--- config.mk ---
export PLATFORM = sky130hd
export DESIGN_NAME = es_pool_scheduler
export DESIGN_NICKNAME = d
export VERILOG_FILES = /design/src/rtl/es_pool_scheduler.sv
export SDC_FILE = /design/constraint.sdc
export NUM_CORES = 1
export LEC_CHECK = 0
export ABC_AREA = 1
export ABC_CLOCK_PERIOD_IN_PS = 14700
export BUFFER_PORTS_ARGS = -buffer_cell sky130_fd_sc_hd__clkbuf_2
export CAP_MARGIN = 25
export CORE_AREA = 2 2 284 286
export DETAILED_ROUTE_END_ITERATION = 7
export DIE_AREA = 0 0 286 288
export PLACE_DENSITY_LB_ADDON = 0.3
export SLEW_MARGIN = 40
export SYNTH_ARGS = -nofsm -noshare
export SYNTH_HDL_FRONTEND = slang
export SYNTH_SLANG_ARGS = --single-unit
--- constraint.sdc ---
create_clock -name clk -period 14.7 [get_ports clk]
set_input_delay 4.41 -clock clk [delete_from_list [all_inputs] [get_ports clk]]
set_output_delay 4.41 -clock clk [all_outputs]
set_load 0.005 [all_outputs]
--- src/rtl/es_pool_scheduler.sv ---
// Round-robin scheduler feeding entropy-source bits into the conditioner pool.
// Grants one eligible source per cycle and holds the full pool until the conditioner dequeues it.
//
//   state     | meaning
//   ----------+--------------------------------------------------------------
//   S_COLLECT | granting sources, shifting one bit per grant into the pool
//   S_FULL    | pool holds COND_WIDTH bits, waiting for deque
//   S_FAULT   | no usable source exists, fill_count retained
module es_pool_scheduler #(
  parameter int ES_SOURCES = 64,
  parameter int COND_WIDTH = 384,
  localparam int PTR_W     = $clog2(ES_SOURCES)
) (
  input  logic                  clk,
  input  logic                  rst,
  input  logic [ES_SOURCES-1:0] es_bit,
  input  logic [ES_SOURCES-1:0] es_valid,
  input  logic [ES_SOURCES-1:0] perm_fail,
  input  logic [ES_SOURCES-1:0] src_mask,
  input  logic                  debug_mode,
  input  logic [PTR_W-1:0]      debug_src,
  input  logic                  deque,
  output logic [ES_SOURCES-1:0] ack,
  output logic [COND_WIDTH-1:0] cond_out,
  output logic                  full,
  output logic                  empty,
  output logic [8:0]            fill_count,
  output logic                  all_fail
);

  typedef enum logic [1:0] {
    S_COLLECT = 2'd0,
    S_FULL    = 2'd1,
    S_FAULT   = 2'd2
  } state_t;

  localparam logic [8:0] FILL_MAX = 9'(COND_WIDTH);

  state_t                  state, state_nxt;
  logic [PTR_W-1:0]        ptr, ptr_nxt;
  logic [8:0]              fill_nxt;
  logic [COND_WIDTH-1:0]   pool_nxt;
  logic                    debug_mode_q;
  logic                    mode_chg;

  logic [ES_SOURCES-1:0]   healthy;
  logic [ES_SOURCES-1:0]   dbg_oh;
  logic [ES_SOURCES-1:0]   elig;
  logic [2*ES_SOURCES-1:0] elig_dbl;
  logic [ES_SOURCES-1:0]   elig_rot;
  logic [PTR_W-1:0]        grant_off;
  logic [PTR_W-1:0]        grant_idx;
  logic                    grant_any;
  logic                    fault_cond;
  logic                    grant_ok;

  assign mode_chg = debug_mode ^ debug_mode_q;
  assign healthy  = ~perm_fail & src_mask;

  always_comb begin
    dbg_oh            = '0;
    dbg_oh[debug_src] = 1'b1;
    elig              = es_valid & healthy;
    if (debug_mode) begin
      elig = elig & dbg_oh;
    end
  end

  assign fault_cond = debug_mode ? ~healthy[debug_src] : ~|healthy;

  // Rotate so that ptr sits at bit 0; the lowest set bit is then the next source in round-robin order.
  assign elig_dbl = {elig, elig} >> ptr;
  assign elig_rot = elig_dbl[ES_SOURCES-1:0];

  always_comb begin
    grant_off = '0;
    for (int i = ES_SOURCES - 1; i >= 0; i--) begin
      if (elig_rot[i]) begin
        grant_off = PTR_W'(i);
      end
    end
  end

  assign grant_idx = ptr + grant_off;
  assign grant_any = |elig;

  // Reset gates the grant directly so no ack leaks out while rst is held low.
  assign grant_ok = rst && (state == S_COLLECT) && !mode_chg && !fault_cond && grant_any;

  always_comb begin
    ack = '0;
    if (grant_ok) begin
      ack[grant_idx] = 1'b1;
    end
  end

  always_comb begin
    state_nxt = state;
    fill_nxt  = fill_count;
    ptr_nxt   = ptr;
    pool_nxt  = cond_out;
    case (state)
      S_COLLECT: begin
        if (mode_chg) begin
          fill_nxt = '0;
          if (fault_cond) begin
            state_nxt = S_FAULT;
          end
        end else if (fault_cond) begin
          state_nxt = S_FAULT;
        end else if (grant_any) begin
          pool_nxt = {cond_out[COND_WIDTH-2:0], es_bit[grant_idx]};
          ptr_nxt  = grant_idx + 1'b1;
          if (fill_count != FILL_MAX) begin
            fill_nxt = fill_count + 9'd1;
          end
          if (fill_count + 9'd1 >= FILL_MAX) begin
            state_nxt = S_FULL;
          end
        end
      end
      S_FULL: begin
        if (deque) begin
          fill_nxt  = '0;
          state_nxt = S_COLLECT;
        end
      end
      S_FAULT: begin
        if (!fault_cond) begin
          state_nxt = S_COLLECT;
        end
      end
      default: begin
        state_nxt = S_COLLECT;
      end
    endcase
  end

  always_ff @(posedge clk or negedge rst) begin
    if (!rst) begin
      state <= S_COLLECT;
    end else begin
      state <= state_nxt;
    end
  end

  always_ff @(posedge clk or negedge rst) begin
    if (!rst) begin
      ptr          <= '0;
      fill_count   <= '0;
      cond_out     <= '0;
      debug_mode_q <= 1'b0;
    end else begin
      ptr          <= ptr_nxt;
      fill_count   <= fill_nxt;
      cond_out     <= pool_nxt;
      debug_mode_q <= debug_mode;
    end
  end

  assign full     = (state == S_FULL);
  assign all_fail = (state == S_FAULT);
  assign empty    = (fill_count == 9'd0);

endmodule

## Word level (Yosys, flattened, before mapping)

Index checks and enable logic that the tools add are counted.

- Register bits after elaboration: 402
- Input port bits: 266
- Output and inout port bits: 460
- Word-level logic and storage cells: 139

- Add/subtract/negate cells: 3
- Order comparisons: 5
- Equality and inequality tests: 11
- Shifts and indexed selects: 1
- Multiplexer cells: 89
- Bitwise operators: 8
- Reductions and logical operators: 17

Operators with widths:

| cell | count |
|---|---|
| $mux W6 | 64 |
| $and A64 B64 Y64 | 3 |
| $mux W64 | 2 |
| $reduce_or A64 Y1 | 2 |
| $shr A128 B6 Y64 | 1 |
| $not A64 Y64 | 1 |
| $mux W9 | 5 |
| $pmux W9 S2 | 1 |
| $lt A6 B7 Y1 const B | 2 |
| $mux W2 | 7 |
| $bmux W1 S6 | 2 |
| $demux W1 S6 | 2 |
| $ge A6 B1 Y1 const B | 2 |
| $ne A3 B3 Y1 const B | 4 |
| $reduce_and A5 Y1 | 2 |
| $add A9 B1 Y9 const B | 1 |
| $ge A9 B9 Y1 const B | 1 |
| $logic_not A9 Y1 | 1 |
| $ne A9 B9 Y1 const B | 1 |
| $add A6 B1 Y6 const B | 1 |
| $add A6 B6 Y6 | 1 |
| $logic_and A1 B1 Y1 | 6 |
| $ne A3 B2 Y1 const B | 2 |
| $pmux W2 S3 | 1 |
| 10 further kinds | 19 |

## Longest topological paths before layout

Gate-level depths: netlist (run 1).

- Depth after elaboration: 77
- Gate-level depth with buffers: 93
- Mapped depth without buffers: 91

## Worst setup path after synthesis (run 1)

No wires, ideal clock.

- Path kind: input port to output port
- Start point: input port debug_src[0]
- End point: output port ack[15]
- Arrival time: 10.448 ns
- Required time: 10.290 ns
- Path slack: -0.158 ns
- Stages on the path: 85
- Path buffers: 2
- Path through: clkbuf_8 > nor3_4 > buf_6 > nand2_1 > nand2_1 > nand3_1 > nand3_1 > nand3_1 > nand3_1 > nand3_1 > nand3_1 > nand2_2 > nand2_1 > nand2_1 > nand2_1 > nand2_1 > nand2_1 > nand2_1 > [49 not listed] > nand2_1 > nand2_1 > nand2_1 > nand2_1 > nand2_1 > nand2_1 > a21oi_2 > ha_1 > fa_1 > nand2_1 > inv_1 > nor2_1 > inv_1 > nor2_1 > inv_1 > nor2_1 > nand2_1 > nor2_1

- Word-level cells in the longest chain between the ends: 77
- Elaborated cells between the ends (all ways): 87
- Those cells by class: 1 x add/sub; 4 x order compare; 1 x shift; 73 x mux; 2 x bitwise; 6 x reduce/logical

Ends and longest elaborated chain:

| element | line | RTL |
|---|---|---|
| start: declaration | 21 | `input logic [PTR_W-1:0] debug_src,` |
| $lt A6 B7 Y1 (not written as such) / $ge A6 B1 Y1 (equally long branches) | 62 | `dbg_oh[debug_src] = 1'b1;` |
| $logic_and A1 B1 Y1 (not written as such) | 62 |  |
| $mux W1 (not written as such) | 62 |  |
| $demux W1 S6 | 62 |  |
| $and A64 B64 Y64 | 65 | `elig = elig & dbg_oh;` |
| $mux W64 | 64 | `if (debug_mode) begin` |
| $shr A128 B6 Y64 | 72 | `assign elig_dbl = {elig, elig} >> ptr;` |
| $mux W6 (64 in a row) | 78 | `if (elig_rot[i]) begin` |
| $add A6 B6 Y6 | 84 | `assign grant_idx = ptr + grant_off;` |
| $lt A6 B7 Y1 (not written as such) / $ge A6 B1 Y1 (equally long branches) | 93 | `ack[grant_idx] = 1'b1;` |
| $logic_and A1 B1 Y1 (not written as such) | 93 |  |
| $mux W1 (not written as such) | 93 |  |
| $demux W1 S6 | 93 |  |
| $mux W64 * | 92 | `if (grant_ok) begin` |
| end: declaration | 23 | `output logic [ES_SOURCES-1:0] ack,` |

Mark *: on every way between the ends. The rest lies on a longest branch, timed or not. The select of a mux whose other input is x is not followed.

## Final worst setup path (run 1)

- Start point: input port debug_src[4]
- End point: output port ack[62]

The elaborated chain is that of the path after synthesis.

==> metrics.txt, run 1 <==
fill cell count=8072; Cell Area, Synth=24500 µm²; Routed WL per cell=between 15 and 20 µm; top cell type's share of synthesized area=between 40% and 50%; Final setup viols=64; Antenna Nets Post-Route=0; P_sw=0.00343 W; I/O pin cnt=726; Comb power frac=about two thirds; Worst slew margin=30.7%; Max VDD drop=around 0.00014 V; number of CTS-inserted buffers=45; Mean Syn Cell Area=6.60 µm²; register area=10100 µm²; Syn Nets=3987; Final Instance Area=about 37000 µm²; Clk network pwr share=16.3%; fmax=64.3 MHz; Sequential Power Share=between 10% and 20%; Max Root-Sink Buffers=3; sequential area share after synthesis=41.0%; DP Area=between 30000 and 40000 µm²; sw frac=48.5%; internal power=0.00364 W; Setup crit start kind=input port; Post-Route WL=between 100000 and 150000 µm; Worst Hold Class=flop to flop; # nets final=5063; RSZ-0062 raised after global routing=true; Residual DRC=0; Starting Density=30.8%; P_leak=20.7 nW; FF+latch count, synth=between 400 and 500; final clock skew=0.0287 ns; min setup slack post-route=-0.854 ns; top-count cell post-synth=nand2_1; first-pass GRT wire length=163000 µm; first-pass iteration count of the detailed router=6; critical path arrival=~11 ns; YS warnings=0; Max H-tree Level=2; DR iter-0 viols=2637; vias=roughly 29000; post-route insts no fill=about 5900; Floorplan Core Area=~80000 µm²; Die H=roughly 290 µm; DR vias/cell=4.95; crit path time final=15.55 ns; die area=between 80000 and 90000 µm²; worst skew pair latency=0.58 ns; Synth Instances=~3700; fin. max-slew vios=0; Tcrit/Tclk final=106%; Setup crit end kind=output port; row count=104; vias in the first global route=27800; clk slew on worst S/H paths=roughly 0.060 ns; grt total ovfl=0; Synth cell types=56; max-cap check violation count=0; CP max stage cell=or2_4; detailed placement HPWL=80100 µm; Port-buffer cells=slightly above 700; gr usage total=about a quarter; crit-path max FO=8; root buffer cell=clkbuf_16; leading area contributor after synthesis=dfrtp_1; Post-synth ARST share=between 90% and 100%; CP Data Required Time=10.29 ns; cell mode on critical path=nand2_1; failing checks=negative setup slack; P&R area growth vs syn=50.4%; placed insts=between 5000 and 6000; CP max stage delay=0.31 ns; Cell Pwr Density=192 nW/µm²; EDFF count, synth=0; CTS tree=done; top post-synthesis cells by area=dfrtp_1 41%, nand2_1 26%, nand3_1 9.4%; initial antenna violation count=1; outcome=finished with violations; largest net degree at the start of global routing=146; RD Place Congestion=0.965; clock sink total=~400; critical path's top delay family=simple AND/OR/NAND/NOR gates; ant diodes=0; most instantiated cells after synthesis=1726 x nand2_1, 460 x nand3_1, 402 x dfrtp_1, 266 x inv_1, 226 x nor2_1; Synth Flop Type=dfrtp_1; Buf+Inv Stages, Crit Path=23; layout cells sized above 1=38.0%; Final Hold Fails=0; multi-input logic area=15100 µm²; class of the most critical setup path=input port to output port; Slew @ Worst Pin=1.04 ns; die width=between 200 and 300 µm
## cells by family after synthesis
group	count (synthesis)	share of synthesized area (%)
xor+xnor	10	0.357
buf+inv	468	8.05
flops	402	41.0
simple gates	2518	42.5
compound gates	305	7.54
fa+ha+maj	9	0.490
## per-stage QoR
step                      power, W  utilization [%]  TNS, ns  setup slack [ns]  hold slack (ns)
final                      0.00707             46.3   -50.35            -0.854            0.487
after global routing       0.00758             46.3   -95.98             -1.56            0.502
after CTS                  0.00666             43.9   -34.50            -0.576            0.478
after global placement     0.00504             39.6   -75.56             -1.25            0.476
after floorplan            0.00349                -        0            0.0397            0.476
after detailed placement   0.00504             39.6   -68.08             -1.14            0.480
## power by group through the flow
stage / Combinational (W) / Sequential (W) / Clock (W)
floorplan: 0.00226 / 0.00123 / 0
global placement: 0.00380 / 0.00124 / 0
detailed placement: 0.00380 / 0.00124 / 0
CTS: 0.00426 / 0.00122 / 0.00119
global route: 0.00512 / 0.00123 / 0.00123
finish: 0.00470 / 0.00122 / 0.00115
## cells in the final DEF (no fill, tap or decap), types with 22 or more instances in the layout
cell type,n
nor2_2,31
a31oi_1,25
o21ai_0,109
buf_4,434
nand3_1,189
nand4_1,31
dfrtp_1,396
nor2_1,186
nand2_1,1635
buf_2,39
clkbuf_16,47
buf_6,47
a21oi_1,29
nand3_2,243
o21ai_2,22
nand3_4,53
a221oi_1,22
clkbuf_2,680
inv_1,253
nand2_2,85
## flip-flops by register name, indices dropped and copies added (netlist names)
register	cells
debug_mode_q	1
ptr	6
state	2
cond_out	384
fill_count	9
## repair_timing
action	CTS	global route
gates cloned	3	1
pin swaps	94	108
endpoints found under the hold margin	0	0
endpoints found under the setup margin	64	64
buffers inserted	81	29
hold buffers	0	0
resized for setup	320	393
## path summary, 6_finish.rpt
check,startpoint,end,slack [ns],cells after the start
setup / recovery,debug_src[4],ack[62],-0.85,69
hold / removal,cond_out[309]$_DFFE_PN0P_,cond_out[310]$_DFFE_PN0P_,0.49,2
setup reg to reg,ptr[2]$_DFFE_PN0P_,cond_out[0]$_DFFE_PN0P_,5.51,59
hold reg to reg,cond_out[309]$_DFFE_PN0P_,cond_out[310]$_DFFE_PN0P_,0.49,2
max in group asynchronous,rst,fill_count[4]$_DFFE_PN0P_,8.05,5
min in group asynchronous,rst,cond_out[144]$_DFFE_PN0P_,3.71,1
## routing by layer
layer,track usage (%),share of wire [%],up-vias
met5,0,0.011,-
met4,10.3,4.6,2
met3,6.29,7.9,273
met2,41.9,47,1142
met1,31.4,40,13700
li1,-,-,14000
## cell type report
cell class              instances  share of cell area [%]
multi-input cells            2844                    40.9
well taps                    1060                    3.60
clock inverters                21                   0.628
inverters                     277                    3.03
repair buffers               1218                    21.0
flip-flops and latches        402                    27.3
clock buffers                  61                    3.49
## worst register-to-register path, delay by kind of cell, from the launching register on
family	cells	cell delay, ns
compound gates	8	2.08
fa+ha+maj	2	0.70
buf+inv	21	4.06
flops	1	0.34
simple gates	28	1.88
Power figures use the tool's default switching activity.
==> run 2, diff against run 1 <==
Settings changed: ABC_CLOCK_PERIOD_IN_PS 14700 to 18100, TNS_END_PERCENT set to 5.
Clock period 14.7 ns to 18.1 ns, I/O delays scaled along.
==> metrics.txt, run 2 (synthesis results as in run 1) <==
outcome=finished clean (was finished with violations); biggest registers after layout=cond_out (384), fill_count (9), ptr (6) (unchanged); FF-to-FF End=cond_out[0]$_DFFE_PN0P_ (unchanged); CP Data Required Time=12.67 ns (was 10.29 ns); Starting Density=30.8% (unchanged); CP max stage delay=0.36 ns (was 0.31 ns); # nets final=4722 (was 5063); grt total ovfl=0 (unchanged); setup slack, reg-to-reg=9.61 ns (was 5.51 ns); I/O pin cnt=726 (unchanged); RD Place Congestion=0.976 (was 0.965); crit path time final=17.69 ns; min setup slack post-route=0.405 ns (was -0.854 ns); final design utilization=41.1% (was 46.3%); P_leak=18.6 nW (was 20.7 nW); fill cell count=8357 (was 8072); Setup crit end kind=output port (unchanged); gr busiest metal=met2 (unchanged); Routed WL per cell=18.4 µm (was 18.5 µm); Final setup viols=0 (was 64); routing usage on met3=6.61% (was 6.29%); Antenna Nets Post-Route=0 (unchanged); most frequent cells in the layout=1687 x nand2_1, 715 x clkbuf_2, 396 x dfrtp_1 (was 1635 x nand2_1, 680 x clkbuf_2, 434 x buf_4); Final Hold Fails=0 (unchanged); first-pass GRT wire length=153000 µm (was 163000 µm); root buffer cell=clkbuf_16 (unchanged); Largest Register=cond_out (unchanged); met1 Resource Use GR=29.5% (was 31.4%); clk slew on worst S/H paths=0.06 ns (about the same); fmax=56.5 MHz; FF-to-FF Start=ptr[0]$_DFFE_PN0P_ (was ptr[2]$_DFFE_PN0P_); setup TNS=0 ns (was -50.35 ns); Slew @ Worst Pin=1.01 ns (was 1.04 ns); register area=10100 µm² (unchanged); final clock skew=0.0289 ns (was 0.0287 ns); CP max stage cell=fa_2 (was or2_4); vias in the first global route=25800 (was 27800); HP Start=cond_out[298]$_DFFE_PN0P_ (was cond_out[309]$_DFFE_PN0P_); critical path arrival=12.26 ns (was 11.14 ns); P&R area growth vs syn=33.7% (was 50.4%); GR Util met2=38.7% (was 41.9%); Setup crit start kind=input port (unchanged); cell mode on critical path=nand2_1 (unchanged); Residual DRC=0 (unchanged); clock sink total=402 (unchanged); Largest register FFs=384 (unchanged); Tcrit/Tclk final=between 90% and 100%; class of the most critical setup path=input port to output port (unchanged); DR vias/cell=4.96 (was 4.95); first-pass iteration count of the detailed router=6 (unchanged); fin. max-slew vios=0 (unchanged); placed insts=5434 (was 5689); Port-buffer cells=725 (unchanged); Worst slew margin=32.7% (was 30.7%); CTS tree=done (unchanged); Floorplan Core Area=79600 µm² (unchanged); WHS Path Cells=2 (unchanged); Max Root-Sink Buffers=3 (unchanged); Worst Hold Class=flop to flop (unchanged); ant diodes=0 (unchanged); commonest non-fill, non-tap cell in the layout=nand2_1 (unchanged); worst hold margin=0.486 ns (was 0.487 ns); Max H-tree Level=2 (unchanged); Die H=288 µm (unchanged); initial antenna violation count=2 (was 1); crit-path max FO=8 (unchanged); vias=27500 (was 29100); WHS Endpoint=cond_out[299]$_DFFE_PN0P_ (was cond_out[310]$_DFFE_PN0P_); die area=82400 µm² (unchanged); cell count of the worst reg-to-reg path=88 (was 59); gr usage total=23.6% (was 25.3%); Max VDD drop=0.000110 V (was 0.000145 V); layout cells sized above 1=28.1% (was 38.0%); Post-Route WL=102000 µm (was 109000 µm); RSZ-0062 raised after global routing=true (unchanged); row count=104 (unchanged); die width=286 µm (unchanged); max-cap check violation count=0 (unchanged); largest net degree at the start of global routing=144 (was 146); post-route insts no fill=5542 (was 5883); detailed placement HPWL=76800 µm (was 80100 µm); Cell Pwr Density=154 nW/µm² (was 192 nW/µm²); DR iter-0 viols=2636 (was 2637); worst skew pair latency=0.58 ns (about the same); multi-input logic area=13600 µm² (was 15100 µm²); number of CTS-inserted buffers=46 (was 45); post-placement worst setup slack=0.117 ns (was -1.14 ns)
[run 2: routing by layer]
layer  part of all wire (%)  wire [µm]  vias up
met3                    8.4       8620      222
li1                       -          -    13300
met4                    3.9       4030        4
met2                     47      48200     1090
met1                     40      41200    12900
met5                  0.023         23        -
[run 2: power breakdown]
part | leakage, nW | switching [W] | internal (W) | total, W
clock network | 0.779 | 0.000390 | 0.000605 | 0.000996
registers | 5.58 | 0.0000433 | 0.000949 | 0.000992
logic | 12.3 | 0.00208 | 0.000992 | 0.00307
[run 2: timing repair]
action | 4_1_cts | 5_1_grt
setup buffers | 0 | 20
setup endpoints to repair | 0 | 64
hold buffers | 0 | 0
resized for setup | 0 | 319
hold endpoints to repair | 0 | 0
[run 2: worst max-delay path by stage]
stage / start / to / slack [ns] / cells past startpoint
CTS: debug_src[1] / ack[33] / 0.09 / 81
floorplan: debug_src[0] / ack[15] / 1.20 / 85
global route: debug_src[3] / ack[45] / -0.36 / 90
global placement: debug_src[0] / ack[33] / 0.08 / 87
finish: debug_src[2] / ack[43] / 0.41 / 90
detailed placement: debug_src[1] / ack[33] / 0.12 / 81
[run 2: per-stage QoR]
step	power [W]	instance area [µm²]
finish	0.00506	32800
global placement	0.00376	29600
floorplan	0.00283	24500
CTS	0.00477	31300
detailed placement	0.00375	29700
global route	0.00543	32800
[run 2: worst max-delay path: cells and delay by family]
kind            cells  cell delay (ns)
xor+xnor            1             0.15
simple gates       76             4.78
compound gates      2             0.18
buf+inv             9             1.14
fa+ha+maj           2             0.53
[run 2: layout make-up]
type	count	share of cell area, %
multi-input cells	2845	41.6
flip-flops and latches	402	30.7
repair buffers	875	15.4
well taps	1060	4.05
clock buffers	63	3.86
inverters	277	3.29
clock inverters	20	1.02
==> run 3, diff against run 2 <==
Settings changed: CORE_AREA 2 2 284 286 to 2 2 282 284, DIE_AREA 0 0 286 288 to 0 0 284 286.
==> metrics.txt, run 3 (synthesis results as in run 1) <==
Port-buffer cells=725 (unchanged); Clk network pwr share=18.3% (was 19.7%); critical path's top delay family=simple AND/OR/NAND/NOR gates (unchanged); Crit. path cell count=84 (was 90); vias=27700 (was 27500); clk slew on worst S/H paths=0.06 ns (about the same); CP max stage cell=fa_2 (unchanged); P_leak=18.8 nW (was 18.6 nW); first-pass iteration count of the detailed router=7 (was 6); Antenna Nets Post-Route=0 (unchanged); Worst slew margin=22.2% (was 32.7%); Max H-tree Level=2 (unchanged); HP Start=cond_out[114]$_DFFE_PN0P_ (was cond_out[298]$_DFFE_PN0P_); Sequential Power Share=19.5% (was 19.6%); crit path time final=17.44 ns (was 17.69 ns); Buf+Inv Stages, Crit Path=7 (was 9); class of the most critical setup path=input port to output port (unchanged); Routed WL per cell=19.0 µm (was 18.4 µm); cell mode on critical path=nand2_1 (unchanged); Starting Density=31.3% (was 30.8%); outcome=finished clean (unchanged); most frequent cells in the layout=1661 x nand2_1, 711 x clkbuf_2, 396 x dfrtp_1 (was 1687 x nand2_1, 715 x clkbuf_2, 396 x dfrtp_1); FF-to-FF Start=ptr[1]$_DFFE_PN0P_ (was ptr[0]$_DFFE_PN0P_); # nets final=4724 (was 4722); Setup crit end kind=output port (unchanged); Setup crit start=debug_src[0] (was debug_src[2]); Setup crit start kind=input port (unchanged); Tcrit/Tclk final=96.3% (was 97.8%); RD Place Congestion=0.999 (was 0.976); biggest registers after layout=cond_out (384), fill_count (9), ptr (6) (unchanged); Final Instance Area=33400 µm² (was 32800 µm²); Max VDD drop=0.000153 V (was 0.000110 V); fmax=57.3 MHz (was 56.5 MHz); first-pass GRT wire length=155000 µm (was 153000 µm); CP Capture Point=ack[31] (was ack[43]); RSZ-0062 raised after global routing=true (unchanged); DP Area=29600 µm² (was 29700 µm²); P_sw=0.00257 W (was 0.00252 W); grt total ovfl=0 (unchanged); I/O pin cnt=726 (unchanged); CTS tree=done (unchanged); post-route insts no fill=5533 (was 5542); Max Root-Sink Buffers=3 (unchanged); DR iter-0 viols=2714 (was 2636); gr usage total=24.4% (was 23.6%); fin. max-slew vios=0 (unchanged); setup TNS=0 ns (unchanged); max-cap check violation count=0 (unchanged); ant diodes=0 (unchanged); critical path arrival=12.01 ns (was 12.26 ns); CP max stage delay=0.60 ns (was 0.36 ns); clock sink total=402 (unchanged); die width=284 µm (was 286 µm); FF-to-FF End=cond_out[0]$_DFFE_PN0P_ (unchanged); Post-Route WL=105000 µm (was 102000 µm); internal power=0.00250 W (was 0.00255 W); vias in the first global route=25800 (about the same); Cell Pwr Density=152 nW/µm² (was 154 nW/µm²); worst skew pair latency=0.58 ns (about the same); root buffer cell=clkbuf_16 (unchanged); Largest Register=cond_out (unchanged); Post-CTS Hold Buffers=0 (unchanged); DR vias/cell=5.01 (was 4.96); Residual DRC=0 (unchanged); worst hold margin=0.483 ns (was 0.486 ns); row count=103 (was 104); placed insts=5409 (was 5434); Final Hold Fails=0 (unchanged); sw frac=50.6% (was 49.7%); largest net degree at the start of global routing=167 (was 144); Worst Hold Class=flop to flop (unchanged); Comb power frac=62.2% (was 60.7%); crit-path max FO=8 (unchanged); commonest non-fill, non-tap cell in the layout=nand2_1 (unchanged); Floorplan Core Area=78400 µm² (was 79600 µm²); die area=81200 µm² (was 82400 µm²); detailed placement HPWL=78200 µm (was 76800 µm); Die H=286 µm (was 288 µm); Final setup viols=0 (unchanged); number of CTS-inserted buffers=47 (was 46); Largest register FFs=384 (unchanged); Slew @ Worst Pin=1.17 ns (was 1.01 ns); final clock skew=0.0282 ns (was 0.0289 ns); cell count of the worst reg-to-reg path=86 (was 88); P&R area growth vs syn=36.4% (was 33.7%); initial antenna violation count=5 (was 2); layout cells sized above 1=30.9% (was 28.1%); CP Data Required Time=12.67 ns (about the same); setup slack, reg-to-reg=9.11 ns (was 9.61 ns)
run 3: cell count changes in the layout (fill, tap and decap cells not counted), sizes merged:
cell / previous run / this run
bufinv: 8 / 0
clkinvlp: 3 / 4
buf: 160 / 163
clkinv: 11 / 12
inv: 275 / 278
clkbuf: 778 / 779
run 3: repair_timing:
action,CTS,global route
resized for setup,1,506
pin swaps,1,112
buffers inserted,2,35
cloned,0,4
endpoints found under the setup margin,1,64
run 3: layout make-up:
| cell class | instances | area, µm² |
|---|---|---|
| multi-input combinational | 2845 | 14300 |
| clock buffer | 66 | 1390 |
| clock inverter | 17 | 133 |
| inverter | 277 | 1090 |
| tap | 1050 | 1310 |
| fill | 8278 | 44900 |
| sequential | 402 | 10100 |
| timing repair buffer | 876 | 5090 |
run 3: per-stage QoR:
| stage | total power (W) | setup WS [ns] | util, % |
|---|---|---|---|
| final | 0.00507 | 0.661 | 42.7 |
| after global routing | 0.00545 | -0.237 | 42.7 |
| after CTS | 0.00471 | 0.0124 | 39.7 |
| after detailed placement | 0.00375 | 0.0204 | 37.7 |
| after global placement | 0.00374 | -0.104 | 37.6 |
| after floorplan | 0.00283 | 1.20 | - |
run 3: worst min-delay path by stage:
stage	depth (start not counted)	endpoint	slack, ns
finish	2	cond_out[115]$_DFFE_PN0P_	0.48
CTS	2	cond_out[115]$_DFFE_PN0P_	0.48
detailed placement	2	cond_out[290]$_DFFE_PN0P_	0.48
global route	2	cond_out[115]$_DFFE_PN0P_	0.49
global placement	2	cond_out[290]$_DFFE_PN0P_	0.47
floorplan	2	cond_out[383]$_DFFE_PN0P_	0.48
run 3: worst min-delay path, cell delays in order (launching register included):
cell	delay, ns
dfrtp_1	0.37
nand2_1	0.06
nand2_1	0.05
run 3: per-layer routing:
| layer | track usage, % | vias to the layer above | share of wire (%) |
|---|---|---|---|
| met2 | 40.1 | 1112 | 47 |
| li1 | - | 13300 | - |
| met3 | 7.78 | 222 | 9.4 |
| met5 | 0 | - | 0.049 |
| met4 | 8.95 | 8 | 4.1 |
| met1 | 30.0 | 13100 | 40 |
run 3: power groups by stage:
stage,Sequential (W),Clock (W),Combinational (W)
after floorplan,0.00100,0,0.00183
after global placement,0.00100,0,0.00274
after detailed placement,0.00100,0,0.00275
after CTS,0.000988,0.000957,0.00276
after global routing,0.000995,0.000992,0.00346
final,0.000987,0.000930,0.00315
